[src/rtl/id_issue_stage.sv]
// ID/EXE issue stage: latches the decoded bundle, resolves operands through prioritised
// bypass sources, and sequences load-use, backpressure and serialising-drain bubbles.
module id_issue_stage #(
  parameter int DATA_W  = 32,
  parameter int NUM_BYP = 3,
  parameter int DRAIN   = 4
) (
  input  logic                      CLK,
  input  logic                      RESET,
  input  logic                      in_valid,
  input  logic [31:0]               in_instr,
  input  logic [DATA_W-1:0]         in_pc,
  input  logic [4:0]                in_rs,
  input  logic [4:0]                in_rt,
  input  logic [4:0]                in_wreg,
  input  logic                      in_uses_rs,
  input  logic                      in_uses_rt,
  input  logic                      in_regwrite,
  input  logic                      in_memread,
  input  logic                      in_serialize,
  input  logic [DATA_W-1:0]         rf_rs_data,
  input  logic [DATA_W-1:0]         rf_rt_data,
  input  logic [5*NUM_BYP-1:0]      byp_reg,
  input  logic [DATA_W*NUM_BYP-1:0] byp_data,
  input  logic [NUM_BYP-1:0]        byp_valid,
  input  logic                      exe_ready,
  input  logic                      flush,
  output logic                      stall,
  output logic                      out_valid,
  output logic                      out_regwrite,
  output logic                      out_memread,
  output logic [31:0]               out_instr,
  output logic [DATA_W-1:0]         out_pc,
  output logic [DATA_W-1:0]         out_opa,
  output logic [DATA_W-1:0]         out_opb,
  output logic [4:0]                out_wreg,
  output logic                      sys_pulse
);

  typedef enum logic {S_IDLE, S_DRAIN} state_t;

  localparam logic [3:0] DRAIN_CNT = 4'(DRAIN);

  state_t            state;
  logic [3:0]        counter;
  logic [DATA_W-1:0] opa_sel;
  logic [DATA_W-1:0] opb_sel;
  logic              hazard;
  logic              accept;

  // Walk from lowest to highest priority so the lowest matching index ends up winning.
  always_comb begin
    opa_sel = rf_rs_data;
    opb_sel = rf_rt_data;
    for (int i = NUM_BYP - 1; i >= 0; i--) begin
      if (byp_valid[i] && (byp_reg[5*i +: 5] == in_rs))
        opa_sel = byp_data[DATA_W*i +: DATA_W];
      if (byp_valid[i] && (byp_reg[5*i +: 5] == in_rt))
        opb_sel = byp_data[DATA_W*i +: DATA_W];
    end
    if (in_rs == 5'd0)
      opa_sel = '0;
    if (in_rt == 5'd0)
      opb_sel = '0;
  end

  assign hazard = out_valid && out_memread && (out_wreg != 5'd0) &&
                  ((in_uses_rs && (in_rs == out_wreg)) ||
                   (in_uses_rt && (in_rt == out_wreg)));

  assign accept = in_valid && exe_ready && !hazard && (state == S_IDLE) && !flush;

  assign stall = !exe_ready || hazard || (state == S_DRAIN);

  always_ff @(posedge CLK or posedge RESET) begin
    if (RESET) begin
      out_valid    <= 1'b0;
      out_regwrite <= 1'b0;
      out_memread  <= 1'b0;
      out_instr    <= '0;
      out_pc       <= '0;
      out_opa      <= '0;
      out_opb      <= '0;
      out_wreg     <= '0;
      sys_pulse    <= 1'b0;
      state        <= S_IDLE;
      counter      <= '0;
    end else begin
      sys_pulse <= 1'b0;
      if (flush) begin
        out_valid <= 1'b0;
        state     <= S_IDLE;
        counter   <= '0;
      end else if (exe_ready) begin
        if (accept) begin
          out_valid    <= 1'b1;
          out_regwrite <= in_regwrite && (in_wreg != 5'd0);
          out_memread  <= in_memread;
          out_instr    <= in_instr;
          out_pc       <= in_pc;
          out_opa      <= opa_sel;
          out_opb      <= opb_sel;
          out_wreg     <= in_wreg;
        end else begin
          out_valid    <= 1'b0;
          out_regwrite <= 1'b0;
          out_memread  <= 1'b0;
        end

        // The pulse fires one cycle before the drain's final bubble.
        case (state)
          S_IDLE: begin
            if (accept && in_serialize) begin
              state   <= S_DRAIN;
              counter <= DRAIN_CNT;
            end
          end
          S_DRAIN: begin
            if (counter == 4'd2)
              sys_pulse <= 1'b1;
            if (counter != 4'd0)
              counter <= counter - 4'd1;
            if (counter <= 4'd1)
              state <= S_IDLE;
          end
          default: state <= S_IDLE;
        endcase
      end
    end
  end

endmodule

[config.mk]
export PLATFORM = sky130hd
export DESIGN_NAME = id_issue_stage
export DESIGN_NICKNAME = d
export VERILOG_FILES = /design/src/rtl/id_issue_stage.sv
export SDC_FILE = /design/constraint.sdc
export NUM_CORES = 1
export LEC_CHECK = 0
export BUFFER_PORTS_ARGS = -buffer_cell sky130_fd_sc_hd__buf_4
export CAP_MARGIN = 20
export CORE_AREA = 2 2 155 157
export CTS_BUF_LIST = sky130_fd_sc_hd__clkbuf_4
export CTS_CLUSTER_DIAMETER = 120
export DETAILED_ROUTE_END_ITERATION = 16
export DIE_AREA = 0 0 157 159
export PLACE_DENSITY = 0.75
export SETUP_SLACK_MARGIN = 0.2
export SYNTH_ARGS = -nofsm -noshare
export SYNTH_HDL_FRONTEND = slang
export SYNTH_SLANG_ARGS = --single-unit
[constraint.sdc]
create_clock -name CLK -period 7.9 [get_ports CLK]
set_clock_uncertainty 0.15 [all_clocks]
set_input_delay 2.37 -clock CLK [delete_from_list [all_inputs] [get_ports CLK]]
set_output_delay 2.37 -clock CLK [all_outputs]
set_load 0.01 [all_outputs]
==> flow_summary.yaml, run 1 <==
worst_setup_path:
  r2r-end: "out_opa[16]"
  worstPathCellList: "buf_4, xnor2_1, nand4_1, o22a_2, o21ai_0, buf_4"
  critPathLaunch: "in_rs[4]"
  worstSetupPathType: "input port to output port"
  r2r_cells: 6
  slowest_stage: "o22a_2"
  critical_path.max_stage_delay_ns: 0.30
  worstPathRequired_ns: 5.38
  start_kind: "input port"
  cp_top_family: "compound AO/OA/AOI/OAI gates"
  rrSetupSlack_ns: 4.66
  cp_num_buf_inv: 2
  crit_path_end_kind: "output port"
  r2r-start: "out_wreg[0]"
  arrival_ns: 3.51
  cp_common_cell: "buf_4"
  path_max_fanout: 5
power:
  power.density_nw_per_um2: 185
  leakagePower_uw: 0.00551
  power.total_uw: 2330
  peakVddDrop_mv: 0.113
route:
  wl_per_cell_um: 23.9
  drtIter0Drc: 1110
  wirelength_mm: 38.6
  ant_nets: 0
  drc: 0
  dr_total_vias: 9714
  drt_pre_antenna_iters: 5
  viasPerCell: 6.01
die:
  core_um2: 23200
  die_w_um: 157
  ios: 405
  initial_utilization_pct: 39.3
  row_count: 56
  die_y_um: 159
  die_area_um2: 25000
clock_tree:
  cts_tree: "yes"
  clk_path_buf_depth: 2
  cts_buffers: 17
  clkLatencyLatePin_ns: 0.55
  clock-sinks: 142
  postCtsSetupRepairBufs: 0
  holdBufCountCts: 0
  cts_root_buf: "clkbuf_4"
  cts_resized: 0
  htreeDepth: 4
  path_clk_slew_ns: 0.16
sta:
  post-route-period-util_pct: 76.4
  tns_ns: 0
  fmax_mhz: 166
  slew_violations: 0
  setup_viol: 0
  rsz0062_at_grt: "no"
  slew_headroom_pct: 39.0
  period_needed_ns: 6.03
  hold_viol: 0
  worstMarginPinSlew_ns: 0.915
min_path:
  min_delay_path_depth: 1
  min_to: "out_pc[24]"
  hold_class: "flop to flop"
  hold_start: "out_pc[24]"
flow_run:
  maxCapViolations: 0
finish:
  drive_gt1_share_pct: 40.5
  fill_cells: 2116
  final_cell_mix: "buf_4, dfrtp_1, nand2_1"
  final_common_cell: "buf_4"
  nets: 1555
  syn_to_final_growth_pct: 38.4
global_route:
  use_met3_pct: 7.19
  grt_use_met2_pct: 49.2
  antenna_found_initial: 2
  grt_pass1_vias: 9812
  track_usage_pct: 30.2
  grt_use_met1_pct: 38.9
  grt_overflow: 0
  grt.busiest_layer: "met2"
  grt_pass1_wl_mm: 58.0
  grt_max_degree: 95
synth:
  ys_seq_elements: 142
  synth_area_um2: 9110
  synthCells: 948
  synth_edf_count: 0
  syn_avg_cell_area_um2: 9.61
  synth_cell_types: 44
  synth_fp_nets: 1219
  seq_area_frac_synth_pct: 39.0
  ys_async_sr_fraction_pct: 100
  yosysWarnings: 0
  ys.flop_type: "dfrtp_1"
place:
  gp_congestion: 0.936
  hpwl_mm: 26.5
  io_buffers: 404
run_status:
  status: "completed"
-- report_power, final --
| group | internal, µW | switching [µW] |
|---|---|---|
| Sequential | 869 | 117 |
| Combinational | 435 | 387 |
| Clock | 199 | 326 |
-- registers in the layout, summed over array words and instances, names as in the netlist, 4 cells and up --
signal / flops
out_wreg: 5
out_opb: 32
out_pc: 32
out_opa: 32
counter: 4
out_instr: 32
-- final cells by class --
class	instances	area, µm²	area share [%]
antenna	1	2.50	0.0198
clock buffer	17	128	1.01
clock inverter	14	171	1.36
inverter	5	23.8	0.189
multi-input combinational	694	5140	40.7
sequential	142	3550	28.2
tap	319	399	3.17
timing repair buffer	424	3200	25.3
-- logic make-up after synthesis --
group / after synthesis / synth area share [%]
fa+ha+maj: 4 / 0.549
buf+inv: 112 / 5.25
xor+xnor: 41 / 3.94
compound gates: 281 / 24.9
flops: 142 / 39.0
mux: 70 / 8.64
simple gates: 298 / 17.7
-- through the flow --
| step | std cells | hold WS, ns | instance area, µm² | util [%] | worst slack, ns |
|---|---|---|---|---|---|
| 2_1_floorplan | 948 | 0.361 | 9110 | - | 1.57 |
| 4_1_cts | 1614 | 0.360 | 12600 | 54.3 | 1.88 |
| 6_report | 1616 | 0.355 | 12600 | 54.4 | 1.87 |
| 3_3_place_gp | 1583 | 0.319 | 12300 | 53.0 | 1.90 |
| 5_1_grt | 1616 | 0.380 | 12600 | 54.4 | 1.82 |
| 3_5_place_dp | 1583 | 0.326 | 12300 | 53.0 | 1.88 |
-- per-layer routing --
metal | wire length [µm] | up-vias
met5 | 8 | -
met4 | 1270 | 2
met3 | 3840 | 105
met2 | 18600 | 629
met1 | 14900 | 4746
li1 | - | 4232
-- cells in the mapped netlist (2+ instances only) --
master,count,share of area (%)
nand4_1,4,0.27
xor2_1,16,1.5
o22ai_1,3,0.21
a21boi_1,11,0.91
ha_1,4,0.55
mux2_1,13,1.6
and3_1,64,4.4
nand3b_1,65,5.4
nor2_1,8,0.33
dfrtp_1,142,39
nor3_1,4,0.22
xnor2_1,25,2.4
o31ai_1,64,5.3
a31oi_1,2,0.14
and2_1,5,0.34
buf_6,6,0.74
inv_1,5,0.21
a21boi_0,53,4.4
or4_1,3,0.25
nand2_1,136,5.6
nor4_2,4,0.55
mux2_2,56,6.9
clkbuf_1,91,3.7
a2111o_1,2,0.25
o21ai_0,6,0.33
a21oi_1,3,0.16
a2bb2oi_1,64,6.2
buf_2,10,0.55
o221ai_1,64,6.2
-- how the worst max path moves through the flow --
| stage | endpoint | slack (ns) | depth (start not counted) |
|---|---|---|---|
| detailed placement | stall | 1.88 | 6 |
| global placement | stall | 1.90 | 6 |
| CTS | stall | 1.88 | 6 |
| global route | stall | 1.82 | 6 |
| floorplan | counter[0] | 1.57 | 1 |
| finish | stall | 1.87 | 6 |
(Power assumes the default switching activity.)
==> run 2, diff against run 1 <==
CORE_AREA = 2 2 159 161   (was 2 2 155 157)
DIE_AREA = 0 0 161 163   (was 0 0 157 159)
clock period = 5.2 ns   (was 7.9 ns; I/O delays follow)
==> run 2 against run 1 <==
Critical path depth stayed put. Final area grew 0.79%. Combinational power is 52% higher. Non-clock buffer count grew 6. Largest power group unchanged. Critical path type unchanged. Critical endpoint unchanged. Wire length down 1.8%.
==> flow_summary.yaml, run 2 (same netlist as run 1, synthesis figures left out) <==
route:
  drt_pre_antenna_iters: 5
  wirelength_mm: 37.9
  drtIter0Drc: 911
  dr_total_vias: 9644
  drc: 0
  ant_nets: 0
  wl_per_cell_um: 23.2
  viasPerCell: 5.91
global_route:
  antenna_found_initial: 1
  grt_overflow: 0
  grt_pass1_wl_mm: 56.5
  grt_use_met1_pct: 36.9
  use_met3_pct: 5.83
  track_usage_pct: 28.0
  grt_pass1_vias: 9526
  grt_max_degree: 69
  grt.busiest_layer: "met2"
  grt_use_met2_pct: 46.5
worst_setup_path:
  worstSetupPathType: "input port to output port"
  start_kind: "input port"
  arrival_ns: 2.86
  crit_path_end_kind: "output port"
  path_max_fanout: 5
  worstPathRequired_ns: 3.49
power:
  leakagePower_uw: 0.00555
  peakVddDrop_mv: 0.163
  power.density_nw_per_um2: 279
run_status:
  status: "completed"
finish:
  seq_area_um2: 3550
  fin_util_pct: 51.5
  nets: 1561
  fill_cells: 2316
  final_cells: 1633
  syn_to_final_growth_pct: 39.5
  final_cell_mix: "buf_4, dfrtp_1, nand2_1"
  multi_input_area_um2: 5140
  drive_gt1_share_pct: 40.8
  final_common_cell: "buf_4"
clock_tree:
  clk_path_buf_depth: 2
  postCtsSetupRepairBufs: 0
  cts_tree: "yes"
  path_clk_slew_ns: 0.15
  cts_root_buf: "clkbuf_4"
  cts_buffers: 17
  clkLatencyLatePin_ns: 0.55
  htreeDepth: 4
  cts_resized: 0
  holdBufCountCts: 0
  clock-sinks: 142
sta:
  period_needed_ns: 4.57
  fmax_mhz: 219
  slew_violations: 0
  rsz0062_at_grt: "no"
  hold_viol: 0
  setup_viol: 0
  tns_ns: 0
  slew_headroom_pct: 40.0
  worstMarginPinSlew_ns: 0.900
  post-route-period-util_pct: 87.8
die:
  ios: 405
  row_count: 58
  initial_utilization_pct: 36.9
  die_y_um: 163
  die_w_um: 161
  core_um2: 24700
  die_area_um2: 26200
place:
  dp_cells: 1601
  hpwl_mm: 27.0
  io_buffers: 404
  gp_congestion: 0.939
flow_run:
  maxCapViolations: 0
min_path:
  hold_class: "flop to flop"
run 2: changes by cell type in the layout (fill, tap and decap cells not counted), sizes merged:
cell	previous run	this run
inv	13	11
clkinvlp	3	4
clkinv	1	2
buf	424	430
run 2: critical path: stages:
cell and delay [ns]:
buf_4 0.14, xnor2_1 0.15, nand4_1 0.16, o22a_2 0.30
o21ai_0 0.34, buf_4 0.20
run 2: area by class of cell:
class | count | share of cell area (%)
diodes | 1 | 0.0197
clock buffers | 17 | 1.00
clock inverters | 14 | 1.39
inverters | 5 | 0.177
multi-input cells | 694 | 40.4
flip-flops and latches | 142 | 28.0
well taps | 330 | 3.25
repair buffers | 430 | 25.8
run 2: path summary, 6_finish.rpt:
path	start	end	slack (ns)	cells after the start
max	in_rs[4]	stall	0.63	6
min	out_instr[4]	out_instr[4]	0.35	1
max reg2reg	out_wreg[1]	out_instr[5]	1.89	5
min reg2reg	out_instr[4]	out_instr[4]	0.35	1
max in group asynchronous	RESET	out_wreg[2]	2.92	4
min in group asynchronous	RESET	out_instr[4]	0.90	3
run 2: power breakdown:
group | internal, µW | leakage [µW] | total (µW) | switching [µW]
Sequential | 1320 | 0.00174 | 1500 | 178
Clock | 303 | 0.000154 | 800 | 497
Combinational | 668 | 0.00365 | 1250 | 582
run 2: per-stage QoR:
| step | setup WS (ns) | power [µW] | instance area, µm² | hold WS [ns] |
|---|---|---|---|---|
| floorplan | 0.508 | 2040 | 9110 | 0.361 |
| global placement | 0.664 | 2740 | 12400 | 0.320 |
| detailed placement | 0.664 | 2760 | 12400 | 0.327 |
| CTS | 0.662 | 3570 | 12700 | 0.359 |
| global route | 0.570 | 3720 | 12700 | 0.378 |
| finish | 0.634 | 3550 | 12700 | 0.354 |
run 2: metal layers:
metal,wire length (µm),part of all wire (%)
met4,857,2.3
met1,15400,41
met5,0,0
met3,3350,8.8
met2,18300,48
